## config.mk

```make
export PLATFORM = sky130hd
export DESIGN_NAME = inst_fetch_unit_flat
export DESIGN_NICKNAME = d
export VERILOG_FILES = /design/src/rtl/inst_fetch_unit_pkg.sv /design/src/rtl/inst_fetch_unit_if.sv /design/src/rtl/inst_fetch_unit_pc_sel.sv /design/src/rtl/inst_fetch_unit.sv /design/src/flat_wrapper.sv
export SDC_FILE = /design/constraint.sdc
export NUM_CORES = 1
export LEC_CHECK = 0
export CORE_AREA = 2 2 212 214
export DETAILED_ROUTE_END_ITERATION = 12
export DIE_AREA = 0 0 214 216
export RECOVER_POWER = 100
export SLEW_MARGIN = 20
export SYNTH_ARGS = -nofsm -noshare
export SYNTH_HDL_FRONTEND = slang
export SYNTH_SLANG_ARGS = --single-unit
```

## constraint.sdc

```tcl
create_clock -name clk -period 13.4 [get_ports clk]
set_input_delay 1.34 -clock clk [delete_from_list [all_inputs] [get_ports clk]]
set_output_delay 1.34 -clock clk [all_outputs]
set_load 0.01 [all_outputs]
```

## src/rtl/inst_fetch_unit_pkg.sv

```systemverilog
// Shared types and constants for the instruction fetch unit.
// Holds FSM encoding, next-pc select encoding, mcause codes and the output bundle.
// No logic here beyond a pc alignment helper.
package inst_fetch_unit_pkg;

    typedef enum logic [1:0] {
        ST_REQ  = 2'd0,   // request outstanding (or about to be issued)
        ST_HOLD = 2'd1,   // IF outputs valid, waiting for consumption
        ST_DROP = 2'd2    // old request still in flight, its response is discarded
    } fetch_state_e;

    typedef enum logic [1:0] {
        PC_HOLD     = 2'd0,
        PC_REDIRECT = 2'd1,
        PC_PREDICT  = 2'd2
    } pc_sel_e;

    localparam logic [63:0] RESET_PC_DEFAULT    = 64'h0;
    localparam logic [63:0] INST_BYTES          = 64'd4;
    localparam logic [3:0]  MCAUSE_MISALIGNED   = 4'd0;
    localparam logic [3:0]  MCAUSE_ACCESS_FAULT = 4'd1;

    // Registered IF/ID payload.
    typedef struct packed {
        logic [63:0] pc;
        logic [63:0] npc;
        logic [63:0] predict_pc;
        logic [31:0] inst;
        logic        except_happen;
        logic [3:0]  except_cause;
    } if_out_t;

    // Instructions are 4-byte aligned; anything else is a misaligned fetch.
    function automatic logic pc_aligned(input logic [63:0] pc);
        return (pc & 64'h3) == 64'h0;
    endfunction

endpackage

```

## src/rtl/inst_fetch_unit_if.sv

```systemverilog
// Instruction-memory request/response bundle between fetch unit and memory.
// Request is level-held until the single-cycle ack strobe.
// No backpressure beyond the req/ack handshake itself.
interface inst_fetch_unit_if;
    logic        imem_req;
    logic [63:0] imem_addr;
    logic        imem_ack;
    logic [31:0] imem_rdata;
    logic        imem_fault;

    modport master (
        output imem_req,
        output imem_addr,
        input  imem_ack,
        input  imem_rdata,
        input  imem_fault
    );

    modport slave (
        input  imem_req,
        input  imem_addr,
        output imem_ack,
        output imem_rdata,
        output imem_fault
    );
endinterface

```

## src/rtl/inst_fetch_unit_pc_sel.sv

```systemverilog
// Next-pc selection: keep current pc, take a redirect, or follow the prediction.
// Purely combinational, zero latency.
// No flow control; the caller decides which source applies this cycle.
module fetch_pc_sel
    import inst_fetch_unit_pkg::*;
(
    input  pc_sel_e     sel,
    input  logic [63:0] pc_q,
    input  logic [63:0] redirect_pc,
    input  logic [63:0] predict_pc,
    output logic [63:0] pc_d
);

    // Mux the three candidate next-pc sources.
    always_comb begin
        pc_d = pc_q;
        unique case (sel)
            PC_REDIRECT: pc_d = redirect_pc;
            PC_PREDICT:  pc_d = predict_pc;
            default:     pc_d = pc_q;
        endcase
    end

endmodule

```

## src/rtl/inst_fetch_unit.sv

```systemverilog
// Single-outstanding instruction fetch: one imem request per instruction, result held for IF/ID.
// Latency: outputs valid the cycle after imem_ack; at most one instruction every two cycles.
// Backpressure: stall holds the HOLD state and all outputs; flush redirects and drops in-flight data.
module inst_fetch_unit
    import inst_fetch_unit_pkg::*;
#(
    parameter logic [63:0] RESET_PC = RESET_PC_DEFAULT
) (
    input  logic                      clk,
    input  logic                      rst,
    input  logic                      stall,
    input  logic                      flush,
    input  logic [63:0]               redirect_pc,
    input  logic                      bp_taken,
    input  logic [63:0]               bp_target,
    inst_fetch_unit_if.master         imem,
    output logic [63:0]               pc_if,
    output logic [63:0]               npc_if,
    output logic [63:0]               predict_pc_if,
    output logic [31:0]               inst_if,
    output logic                      valid_if,
    output logic                      except_happen_if,
    output logic [3:0]                except_cause_if
);

    fetch_state_e state_q, state_d;
    logic [63:0]  pc_q, pc_d;
    logic         req_q, req_d;
    logic [63:0]  addr_q, addr_d;
    if_out_t      out_q, out_d;
    pc_sel_e      pc_sel;
    logic [63:0]  pc_plus4;

    assign pc_plus4 = pc_q + INST_BYTES;

    fetch_pc_sel u_pc_sel (
        .sel         (pc_sel),
        .pc_q        (pc_q),
        .redirect_pc (redirect_pc),
        .predict_pc  (out_q.predict_pc),
        .pc_d        (pc_d)
    );

    // FSM next state, output payload capture and next-pc source choice.
    always_comb begin
        state_d = state_q;
        out_d   = out_q;
        pc_sel  = PC_HOLD;
        unique case (state_q)
            ST_REQ: begin
                if (flush) begin
                    // A request with no ack yet must still be drained; a
                    // same-cycle ack is simply ignored.
                    pc_sel  = PC_REDIRECT;
                    state_d = (req_q && !imem.imem_ack) ? ST_DROP : ST_REQ;
                end else if (!pc_aligned(pc_q)) begin
                    state_d                  = ST_HOLD;
                    out_d.pc                 = pc_q;
                    out_d.npc                = pc_plus4;
                    out_d.predict_pc         = pc_plus4;
                    out_d.inst               = 32'h0;
                    out_d.except_happen      = 1'b1;
                    out_d.except_cause       = MCAUSE_MISALIGNED;
                end else if (req_q && imem.imem_ack) begin
                    state_d                  = ST_HOLD;
                    out_d.pc                 = pc_q;
                    out_d.npc                = pc_plus4;
                    out_d.predict_pc         = bp_taken ? bp_target : pc_plus4;
                    out_d.inst               = imem.imem_fault ? 32'h0 : imem.imem_rdata;
                    out_d.except_happen      = imem.imem_fault;
                    out_d.except_cause       = imem.imem_fault ? MCAUSE_ACCESS_FAULT
                                                               : MCAUSE_MISALIGNED;
                end
            end
            ST_HOLD: begin
                if (flush) begin
                    pc_sel  = PC_REDIRECT;
                    state_d = ST_REQ;
                end else if (!stall) begin
                    pc_sel  = PC_PREDICT;
                    state_d = ST_REQ;
                end
            end
            ST_DROP: begin
                // Later flushes only retarget the pc; the stale ack ends DROP.
                if (flush) begin
                    pc_sel = PC_REDIRECT;
                end
                if (imem.imem_ack) begin
                    state_d = ST_REQ;
                end
            end
            default: begin
                state_d = ST_REQ;
            end
        endcase
    end

    // Registered request: old address is kept while draining, otherwise it tracks the pc.
    always_comb begin
        req_d  = (state_d == ST_DROP) || ((state_d == ST_REQ) && pc_aligned(pc_d));
        addr_d = (state_d == ST_DROP) ? addr_q : pc_d;
    end

    // State, pc, request and IF payload registers.
    always_ff @(posedge clk or posedge rst) begin
        if (rst) begin
            state_q <= ST_REQ;
            pc_q    <= RESET_PC;
            req_q   <= 1'b0;
            addr_q  <= RESET_PC;
            out_q   <= '0;
        end else begin
            state_q <= state_d;
            pc_q    <= pc_d;
            req_q   <= req_d;
            addr_q  <= addr_d;
            out_q   <= out_d;
        end
    end

    assign imem.imem_req    = req_q;
    assign imem.imem_addr   = addr_q;
    assign pc_if            = out_q.pc;
    assign npc_if           = out_q.npc;
    assign predict_pc_if    = out_q.predict_pc;
    assign inst_if          = out_q.inst;
    assign except_happen_if = out_q.except_happen;
    assign except_cause_if  = out_q.except_cause;
    assign valid_if         = (state_q == ST_HOLD);

endmodule

```

## src/flat_wrapper.sv

```systemverilog
// flat-port wrapper written by rule: the top's interface ports become plain ports
module inst_fetch_unit_flat import inst_fetch_unit_pkg::*;
#(
    parameter logic [63:0] RESET_PC = RESET_PC_DEFAULT
)
  (clk, rst, stall, flush, redirect_pc, bp_taken, bp_target, pc_if, npc_if, predict_pc_if, inst_if, valid_if, except_happen_if, except_cause_if, imem_imem_req, imem_imem_addr, imem_imem_ack, imem_imem_rdata, imem_imem_fault);
  inst_fetch_unit_if imem_i ();
  input  logic clk;
  input  logic rst;
  input  logic stall;
  input  logic flush;
  input  logic [63:0] redirect_pc;
  input  logic bp_taken;
  input  logic [63:0] bp_target;
  output logic [63:0] pc_if;
  output logic [63:0] npc_if;
  output logic [63:0] predict_pc_if;
  output logic [31:0] inst_if;
  output logic valid_if;
  output logic except_happen_if;
  output logic [3:0] except_cause_if;
  output wire logic [$bits(imem_i.imem_req)-1:0] imem_imem_req;
  output wire logic [$bits(imem_i.imem_addr)-1:0] imem_imem_addr;
  input wire logic [$bits(imem_i.imem_ack)-1:0] imem_imem_ack;
  input wire logic [$bits(imem_i.imem_rdata)-1:0] imem_imem_rdata;
  input wire logic [$bits(imem_i.imem_fault)-1:0] imem_imem_fault;
  assign imem_imem_req = imem_i.imem_req;
  assign imem_imem_addr = imem_i.imem_addr;
  assign imem_i.imem_ack = imem_imem_ack;
  assign imem_i.imem_rdata = imem_imem_rdata;
  assign imem_i.imem_fault = imem_imem_fault;
  inst_fetch_unit #(.RESET_PC(RESET_PC)) u_core (.clk(clk), .rst(rst), .stall(stall), .flush(flush), .redirect_pc(redirect_pc), .bp_taken(bp_taken), .bp_target(bp_target), .imem(imem_i), .pc_if(pc_if), .npc_if(npc_if), .predict_pc_if(predict_pc_if), .inst_if(inst_if), .valid_if(valid_if), .except_happen_if(except_happen_if), .except_cause_if(except_cause_if));
endmodule
```

==> metrics.md <==
| Metric | Value |
|---|---|
| Outcome | complete, but fails checks |
| Failing checks | max-capacitance violations, max-slew violations |
| CTS sink count | roughly 360 |
| Htree depth | 2 |
| Period utilization | 0.563 |
| Die Area | 46200 um^2 |
| Drt pass-1 iters | 5 |
| Seq/Total Area, Yosys | 0.582 |
| Fin crit period | 7540 ps |
| Final hold slack | 460 ps |
| DP Wirelength | 36600 um |
| Core Footprint | 43800 um^2 |
| Worst Tran Pin Value | 5680 ps |
| Startpoint type of the worst setup path | input pin |
| Worst EP arrival | 7990 ps |
| Cts hold-fix bufs | 0 |
| Post-synth EDFFs | 0 |
| Syn. warnings | 0 |
| Class of the worst hold path | reg -> reg |
| Fin area | 21500 um^2 |
| Unrepaired setup endpoints after global routing | false |
| Critical path's largest stage delay | 2490 ps |
| Pwr per Cell Area | approximately 210 nW/um^2 |
| Area post-placement | between 20000 and 25000 um^2 |
| Maximum clock path buffer count | 3 |
| Port buffer count | 458 |
| Slew Viols, Final | 550 |
| Critical path endpoint category | register |
| Critical path class | in -> reg |
| # DRC | 0 |
| Setup TNS | 0 ps |
| Largest net degree at the start of global routing | between 150 and 200 |
| Cell taking the most area after synthesis | dfrtp_1 |
| Worst-skew pair later-pin latency | ~550 ps |
| Maximum clock skew at final layout | 14.5 ps |
| CTS tree | done |
| # rows | 77 |
| Delay-heaviest family, CP | buffers and inverters |
| Drt wl/cell | 20.8 um |
| Final core utilization | 0.490 |
| First-pass GRT wire length | 84400 um |
| Final hold vios | 0 |
| Cells resized by post-CTS repair | 0 |
| Grt total ovfl | 0 |
| First DRT Iteration DRCs | 1058 |
| Routability congestion estimate | 0.830 |
| Peak VDD IR | 0.000125 V |
| Chip height | 216 um |
| Leak | 10.0 nW |
| Routed WL | 55100 um |
| Tot GR Track Use | 0.235 |
| ANT nets after route | 0 |
| Most used cell along the critical path | clkbuf_1 |
| Nets | 2204 |
| Synth Area per Inst | 9.31 um^2 |
| Vias | 13600 |
| Crit path buf inv count | 3 |
| Final setup fails | 0 |
| Largest cells by area after synthesis | dfrtp_1 (58%), nand2_1 (13%), o21ai_0 (5.3%) |
| Seq cells post-synth | about 360 |
| Post-synth top flop | dfrtp_1 |
| Area of the mapped netlist | 15300 um^2 |
| Crit-path cells | dlygate4sd3_1 > nor4_1 > clkbuf_1 > clkbuf_1 > o21ai_0 > a211oi_1 > a31oi_1 > o211ai_1 |
| Top-area cell type share of the netlist area | 0.582 |
| Vias in the first global route | 13700 |
| Post-synth cell types | 53 |
| Worst endpoint required time | 13850 ps |
| TritonCTS Buffers | 41 |
| Max_cap viols | 9 |
| Share of layout cells above drive strength 1 | 0.0432 |
| I/O pins | 462 |
| Starting Density | 0.348 |
| Fillers | about 4100 |
| Crit path max-delay cell type | clkbuf_1 |
| Max Fclk | 0.133 GHz |
| P&R area growth vs syn | 40.8% |
| Worst-path clk slew | 60 ps |
| Post-synthesis async set-or-reset flop share | 1.00 |
| Die extent in x | 214 um |
| CP Max Fanout | 64 |
| Total setup buffers inserted after CTS | 0 |
| Root buf cell | clkbuf_16 |
| Slew headroom | -2.81 |
| Initial antenna violation count | 4 |
| Via density | 5.12 |
| Synth Instances | 1640 |
==> layout make-up <==
class | count | area, um^2 | share of cell area
antenna | 2 | 5.00 | 0.000233
clock buffer | 59 | 1200 | 0.0560
clock inverter | 8 | 71.3 | 0.00332
inverter | 16 | 62.6 | 0.00291
multi-input combinational | 1149 | 5850 | 0.272
sequential | 355 | 8880 | 0.413
tap | 592 | 741 | 0.0345
timing repair buffer | 471 | 4680 | 0.218
==> state kept, by name, indices dropped and copies added (netlist names) <==
| register | flops |
|---|---|
| u_core.pc_if | 62 |
| u_core.predict_pc_if | 64 |
| u_core.except_cause_if | 1 |
| u_core.imem.imem_addr | 64 |
| u_core.except_happen_if | 1 |
| u_core.state_q | 2 |
| u_core.imem.imem_req | 1 |
| u_core.npc_if | 64 |
| u_core.inst_if | 32 |
| u_core.pc_q | 64 |
==> Yosys cell counts, types with 4 or more instances <==
library cell	number
nand2_1	532
dfrtp_1	355
o21ai_0	163
clkbuf_1	93
nor2_1	69
a21oi_1	64
a22oi_1	53
xnor2_1	36
nand3_1	33
a22o_1	32
xor2_1	22
nand4_1	21
o22ai_1	19
inv_1	16
and3_1	15
buf_1	13
a221oi_1	11
nor3_1	11
nor4_1	11
a21o_1	7
buf_4	7
buf_2	6
o21ai_1	4
==> kinds of logic after synthesis <==
family,after synthesis,synth area share
compound gates,365,0.144
xor+xnor,58,0.0333
fa+ha+maj,3,0.00246
buf+inv,138,0.0370
flops,355,0.582
mux,1,0.000656
other cells,1,0.000246
simple gates,719,0.201
==> worst reg2reg max path: cells and delay by family (launching register included) <==
| kind | cells | cell delay (ps) |
|---|---|---|
| buffers and inverters | 2 | 4190 |
| AO/OA/AOI/OAI | 5 | 1570 |
| flip-flops | 1 | 480 |
| AND/OR/NAND/NOR | 1 | 330 |
==> placed cells by master, fill, tap and decap left out, drive strengths merged, types with 2 or more instances in the layout <==
master / synthesis / layout
a22o: 32 / 32
buf: 27 / 9
a21o: 7 / 7
dlygate4sd3: 0 / 295
a221oi: 11 / 11
and3: 15 / 15
nand2: 532 / 532
nor2: 69 / 69
clkinvlp: 0 / 3
nand3: 34 / 34
nor3b: 2 / 2
o31a: 2 / 2
ha: 3 / 3
and4: 3 / 3
and2: 3 / 3
clkinv: 0 / 6
conb: 1 / 3
or3: 2 / 2
o22ai: 19 / 19
o21ai: 167 / 167
a31oi: 3 / 3
diode: 0 / 2
xnor2: 36 / 36
o31ai: 2 / 2
dfrtp: 355 / 355
a211oi: 3 / 3
a22oi: 53 / 53
nor4: 14 / 14
xor2: 22 / 22
or4: 4 / 4
nand4: 23 / 23
clkdlybuf4s50: 0 / 163
clkbuf: 95 / 63
a21oi: 64 / 64
nor3: 14 / 14
nand2b: 2 / 2
inv: 16 / 14
==> per-stage QoR <==
step / std cells / total power, mW / setup WS [ps]
after floorplan: 1642 / 2.52 / 2210
after global placement: 2583 / 3.60 / 8700
after detailed placement: 2583 / 3.62 / 8690
after CTS: 2650 / 4.73 / 9230
after global routing: 2651 / 4.81 / 5600
final: 2652 / 4.54 / 5860
==> path summary, 6_finish.rpt <==
check	start	to	slack, ps	cells past startpoint
max in group asynchronous	rst	u_core.pc_if[40]$_DFFE_PP0P_	7590	3
worst min register to register	u_core.imem.imem_addr[13]$_DFFE_PP0P_	u_core.imem.imem_addr[13]$_DFFE_PP0P_	460	2
worst max-delay path	flush	u_core.predict_pc_if[49]$_DFFE_PP0P_	5860	8
min in group asynchronous	rst	u_core.inst_if[11]$_DFFE_PP0P_	3030	2
worst max register to register	u_core.pc_q[0]$_DFF_PP0_	u_core.predict_pc_if[49]$_DFFE_PP0P_	6730	8
worst min-delay path	u_core.imem.imem_addr[13]$_DFFE_PP0P_	u_core.imem.imem_addr[13]$_DFFE_PP0P_	460	2
==> power by group <==
part	switching (mW)	internal, mW	total [mW]
logic	0.897	0.768	1.67
clock network	0.442	0.638	1.08
registers	0.315	1.48	1.80
==> layer usage <==
layer  vias up  part of all wire  global-route usage
li1       6327                 -                   -
met1      6660              0.44               0.315
met2       495              0.46               0.375
met3        93             0.070              0.0529
met4         4             0.030              0.0834
met5         -           0.00047                   0
No activity file was read; power rests on OpenSTA's default activity.
